$ cat config.mk
export PLATFORM = sky130hd
export DESIGN_NAME = rob_ptr_ctrl
export DESIGN_NICKNAME = d
export VERILOG_FILES = /design/src/rtl/rob_ptr_ctrl.sv
export SDC_FILE = /design/constraint.sdc
export NUM_CORES = 1
export LEC_CHECK = 0
export CAP_MARGIN = 20
export CELL_PAD_IN_SITES_DETAIL_PLACEMENT = 0
export CELL_PAD_IN_SITES_GLOBAL_PLACEMENT = 1
export CORE_UTILIZATION = 39
export DETAILED_ROUTE_END_ITERATION = 10
export GPL_ROUTABILITY_DRIVEN = 1
export MAX_ROUTING_LAYER = met4
export PLACE_DENSITY = 0.84
export SLEW_MARGIN = 20
export SYNTH_ARGS = -nofsm -noshare
export SYNTH_HDL_FRONTEND = slang
export SYNTH_SLANG_ARGS = --single-unit
$ cat constraint.sdc
create_clock -name clk -period 9.5 [get_ports clk]
set_input_delay 1.9 -clock clk [delete_from_list [all_inputs] [get_ports clk]]
set_output_delay 1.9 -clock clk [all_outputs]
set_load 0.01 [all_outputs]
$ cat src/rtl/rob_ptr_ctrl.sv
// Head/tail/occupancy controller for the reorder buffer: 2-wide dispatch, 2-wide in-order retire, flush rollback walk.
// Optional saturating performance counters are enabled by defining ROB_PERF_CNT_EN.
module rob_ptr_ctrl #(
  parameter int DEPTH = 64,
  parameter int PTR_W = 6
) (
  input  logic             clk,
  input  logic             rst,
  input  logic [1:0]       disp_req,
  output logic [1:0]       disp_grant,
  output logic [PTR_W-1:0] alloc_idx_0,
  output logic [PTR_W-1:0] alloc_idx_1,
  input  logic             head_cmpl_0,
  input  logic             head_cmpl_1,
  output logic [1:0]       retire_cnt,
  output logic [PTR_W-1:0] retire_idx_0,
  output logic [PTR_W-1:0] retire_idx_1,
  input  logic             flush_req,
  output logic             flush_busy,
  output logic [1:0]       rb_valid,
  output logic [PTR_W-1:0] rb_idx_0,
  output logic [PTR_W-1:0] rb_idx_1,
  output logic             stall,
  output logic [PTR_W:0]   count,
  output logic             full,
  output logic             empty
`ifdef ROB_PERF_CNT_EN
  ,
  output logic [31:0]      perf_stall_cyc,
  output logic [31:0]      perf_retired,
  output logic [15:0]      perf_flushes
`endif
);

  localparam int CW = PTR_W + 1;
  localparam logic [PTR_W:0] DEPTH_C = CW'(DEPTH);

  typedef enum logic {RUN, WALK} state_t;

  state_t           state, state_nxt;
  logic [PTR_W-1:0] head, tail;
  logic [1:0]       req_eff;
  logic [1:0]       rb_pop;
  logic [PTR_W:0]   free;

  assign req_eff      = (disp_req == 2'd3) ? 2'd2 : disp_req;
  // Free space uses the registered count only; same-cycle retires are credited next cycle.
  assign free         = DEPTH_C - count;
  assign full         = (count == DEPTH_C);
  assign empty        = (count == '0);
  assign alloc_idx_0  = tail;
  assign alloc_idx_1  = tail + PTR_W'(1);
  assign retire_idx_0 = head;
  assign retire_idx_1 = head + PTR_W'(1);
  assign rb_idx_0     = tail - PTR_W'(1);
  assign rb_idx_1     = tail - PTR_W'(2);

  // NOTE: every output of this block gets a default first so no path can infer a latch.
  always_comb begin
    state_nxt  = state;
    disp_grant = 2'd0;
    retire_cnt = 2'd0;
    stall      = 1'b0;
    flush_busy = 1'b0;
    rb_valid   = 2'b00;
    rb_pop     = 2'd0;
    case (state)
      RUN: begin
        if (flush_req) begin
          stall = 1'b1;
          if (count != '0) state_nxt = WALK;
        end else begin
          if (CW'(req_eff) <= free) disp_grant = req_eff;
          else                      stall      = 1'b1;
          if (!empty && head_cmpl_0) begin
            retire_cnt = (count >= CW'(2) && head_cmpl_1) ? 2'd2 : 2'd1;
          end
        end
      end
      WALK: begin
        flush_busy = 1'b1;
        stall      = 1'b1;
        rb_valid   = (count >= CW'(2)) ? 2'b11 : 2'b01;
        rb_pop     = (count >= CW'(2)) ? 2'd2 : 2'd1;
        if (count == CW'(rb_pop)) state_nxt = RUN;
      end
      default: state_nxt = RUN;
    endcase
  end

  // NOTE: sequential state uses non-blocking assignments so all registers update from pre-edge values.
  always_ff @(posedge clk or posedge rst) begin
    if (rst) begin
      state <= RUN;
      head  <= '0;
      tail  <= '0;
      count <= '0;
    end else begin
      state <= state_nxt;
      if (state == WALK) begin
        tail  <= tail - PTR_W'(rb_pop);
        count <= count - CW'(rb_pop);
      end else begin
        head  <= head + PTR_W'(retire_cnt);
        tail  <= tail + PTR_W'(disp_grant);
        count <= count + CW'(disp_grant) - CW'(retire_cnt);
      end
    end
  end

`ifdef ROB_PERF_CNT_EN
  logic [32:0] retired_sum;
  assign retired_sum = {1'b0, perf_retired} + 33'(retire_cnt);

  always_ff @(posedge clk or posedge rst) begin
    if (rst) begin
      perf_stall_cyc <= '0;
      perf_retired   <= '0;
      perf_flushes   <= '0;
    end else begin
      if (stall && disp_req != 2'd0 && state != WALK && perf_stall_cyc != '1)
        perf_stall_cyc <= perf_stall_cyc + 32'd1;
      perf_retired <= retired_sum[32] ? '1 : retired_sum[31:0];
      if (state == RUN && flush_req && count != '0 && perf_flushes != '1)
        perf_flushes <= perf_flushes + 16'd1;
    end
  end
`endif

endmodule

==> flow_metrics.env <==
export IMPL_final_util=0.545
export IMPL_r2r_start="count[1]"
export IMPL_grt_pass1_wl_um=8510
export IMPL_status="completed"
export IMPL_drv_cap=0
export IMPL_fin_crit_ns=6.09
export IMPL_synth_cell_type_count=44
export IMPL_crit_chain="clkdlybuf4s50_1 -> nand2b_1 -> ha_1 -> nand2_1 -> o211ai_1 -> or3_4 -> o21ai_2 -> clkdlybuf4s50_1"
export IMPL_worst_slew_pin_slew_ns=0.795
export IMPL_rsz0062_at_grt="no"
export IMPL_synth_area_leader_cell="dfrtp_1"
export IMPL_wl_per_cell_um=13.3
export IMPL_htree_levels=1
export IMPL_slowest_stage="clkdlybuf4s50_1"
export IMPL_drive_above_1_share=0.0336
export IMPL_hold_path_class="reg -> reg"
export IMPL_start_kind="primary input"
export IMPL_endpoint_kind="output pin"
export IMPL_hpwl_um=3880
export IMPL_max_freq_mhz=164
export IMPL_leakagePower_nw=1.27
export IMPL_synth_edf_count=0
export IMPL_crit_top_cell="clkdlybuf4s50_1"
export IMPL_arrival_ns=4.19
export IMPL_rows=26
export IMPL_critPathKind="in -> out"
export IMPL_syn_to_final_growth_pct=31.5
export IMPL_grt_pass1_vias=1786
export IMPL_syn_inst=247
export IMPL_clk_latency_ns=0.26
export IMPL_post_route_period_util=0.641
export IMPL_power_density_nw_per_um2=180
export IMPL_synth_top_area_frac=0.231
export IMPL_drt_iter0_drc=49
export IMPL_worstHoldStart="retire_idx_0[5]"
export IMPL_cts_sinks=20
export IMPL_antenna_cells=0
export IMPL_avgViaCountPerCell=4.95
export IMPL_critPathMaxStageDelay_ns=0.56
export IMPL_pre_cts_slack_ns=3.41
export IMPL_clk_pin_slew_ns=0.08
export IMPL_postCtsSetupRepairBufs=0
export IMPL_finalWirelength_um=4880
export IMPL_synthFlopType="dfrtp_1"
export IMPL_cts_buffers=3
export IMPL_syn_nets=294
export IMPL_critPathTopFamily="buffers and inverters"
export IMPL_skew_ns=0.00390
export IMPL_synth_most_common_cell="ha_1"
export IMPL_holdPathEnd="retire_idx_0[5]"
export IMPL_cts_tree="built"
export IMPL_portBuffers=59
export IMPL_rr_worst_depth=16
export IMPL_final_setup_viol_count=0
export IMPL_grt_usage=0.183
export IMPL_drtAntennaViolNets=0
export IMPL_start_util=0.414
export IMPL_antenna_found_initial=0
export IMPL_grt_max_degree=22
export IMPL_critical_path_required_ns=7.60
export IMPL_tns_ns=0
export IMPL_drc=0
export IMPL_synth_seq_area_share=0.231
export IMPL_whs_path_depth=1
export IMPL_r2r_slack_ns=5.23
export IMPL_cts_hold_fix_buffers=0
export IMPL_slew_limit_headroom=0.470
export IMPL_drv_slew=0
export IMPL_timing_hold_violations_final=0
export IMPL_crit_fanout=5
export IMPL_ys_top_cells_by_count="ha_1, inv_1, xnor2_1"
export IMPL_synth_avg_cell_area_um2=8.78
export IMPL_place_congestion=0.846
export IMPL_cts_buffer_depth=2
export IMPL_ios=60
export IMPL_synth_async_reset_ratio=1.00
export IMPL_crit_buf_inv=2
export IMPL_r2r_end="count[5]"
export IMPL_ys_seq_elements=20
export IMPL_dieWidth_um=76.6
export IMPL_fp_dieH_um=76.6
export IMPL_fin_nets=346
export IMPL_core_um2=5240
export IMPL_dr_pass1_iters=4
export IMPL_cts_resized=0
export IMPL_routed_via_count=1822
export IMPL_dieArea_um2=5870
export IMPL_grt_ovfl_total=0
export IMPL_root_buffer="clkbuf_8"
export IMPL_syn_area_um2=2170
export IMPL_fin_ws_ns=3.41
export IMPL_ir_worst_vdd_mv=0.104
export IMPL_synth_area_leaders="dfrtp_1, ha_1, xnor2_1"
export IMPL_ys_warn_count=0
==> stage by stage <==
| step | instance area, um^2 | power, mW | hold WS [ns] | instances |
|---|---|---|---|---|
| finish | 2850 | 0.514 | 0.513 | 368 |
| global route | 2850 | 0.550 | 0.560 | 368 |
| CTS | 2850 | 0.520 | 0.517 | 368 |
| detailed placement | 2780 | 0.432 | 0.506 | 364 |
| global placement | 2780 | 0.426 | 0.503 | 364 |
| floorplan | 2170 | 0.301 | 0.542 | 247 |
==> worst max-delay path by stage <==
stage                 from  cells past startpoint       endpoint
3_3_place_gp   disp_req[1]                      8          stall
2_1_floorplan  disp_req[1]                      7  disp_grant[0]
5_1_grt        disp_req[1]                      9  disp_grant[0]
3_5_place_dp   disp_req[1]                      9  disp_grant[0]
6_report       disp_req[1]                      8          stall
4_1_cts        disp_req[1]                      9  disp_grant[0]
==> state kept, by name, indices dropped and copies added, names as in the netlist <==
register      count
alloc_idx_0       6
count             7
retire_idx_0      6
state             1
==> power by group <==
| part | internal (mW) | switching, mW | total (mW) |
|---|---|---|---|
| sequential | 0.0984 | 0.0312 | 0.130 |
| clock | 0.0562 | 0.0296 | 0.0859 |
| combinational | 0.171 | 0.127 | 0.299 |
==> layout by cell type, fill, tap and decap left out, drive strengths merged, types with 3 or more instances in the layout <==
cell type	Yosys	layout
nand3	11	11
xnor2	23	23
nor3	5	5
o21ai	15	15
clkdlybuf4s50	0	59
inv	31	31
ha	36	36
clkbuf	7	3
dfrtp	20	20
nor2	12	12
fa	4	4
a21oi	10	10
xor2	11	11
and3	3	3
o211ai	4	4
nand2	18	18
==> area by class of cell <==
cell class,instances,area (um^2)
multi-input combinational,184,1490
inverter,31,116
clock buffer,3,41.3
timing repair buffer,59,591
clock inverter,1,30.0
tap,70,87.6
sequential,20,500
fill,501,2380
==> kinds of logic (layout without fill, tap and decap cells) <==
logic type,Yosys count,in the layout,synth area share
AOI/OAI and AO/OA,43,43,0.126
xor gates and xnor gates,35,35,0.148
adders and majority gates,40,40,0.245
buffers and inverters,43,94,0.0836
DFF,20,20,0.231
muxes,3,3,0.0150
and+or+nand+nor,63,63,0.152
==> metal layers <==
metal,vias to the layer above,wire (um),GRT usage
li1,925,-,-
met1,844,2230,0.222
met2,49,2420,0.329
met3,4,198,0.0287
met4,0,26,0.0173
met5,-,0,-
==> worst register-to-register path, stage by stage (launching register included) <==
cell and delay, ns:
dfrtp_1 0.60, inv_1 0.19, ha_1 0.31, inv_1 0.04, ha_1 0.27, nor2b_1 0.13
o211ai_1 0.11, or3_4 0.39, o21ai_2 0.21, mux2_1 0.35, ha_1 0.32, ha_1 0.30
a21o_1 0.11, a21oi_1 0.11, or4_1 0.41, a31oi_1 0.21, a21oi_1 0.06
(Power assumes the default switching activity.)
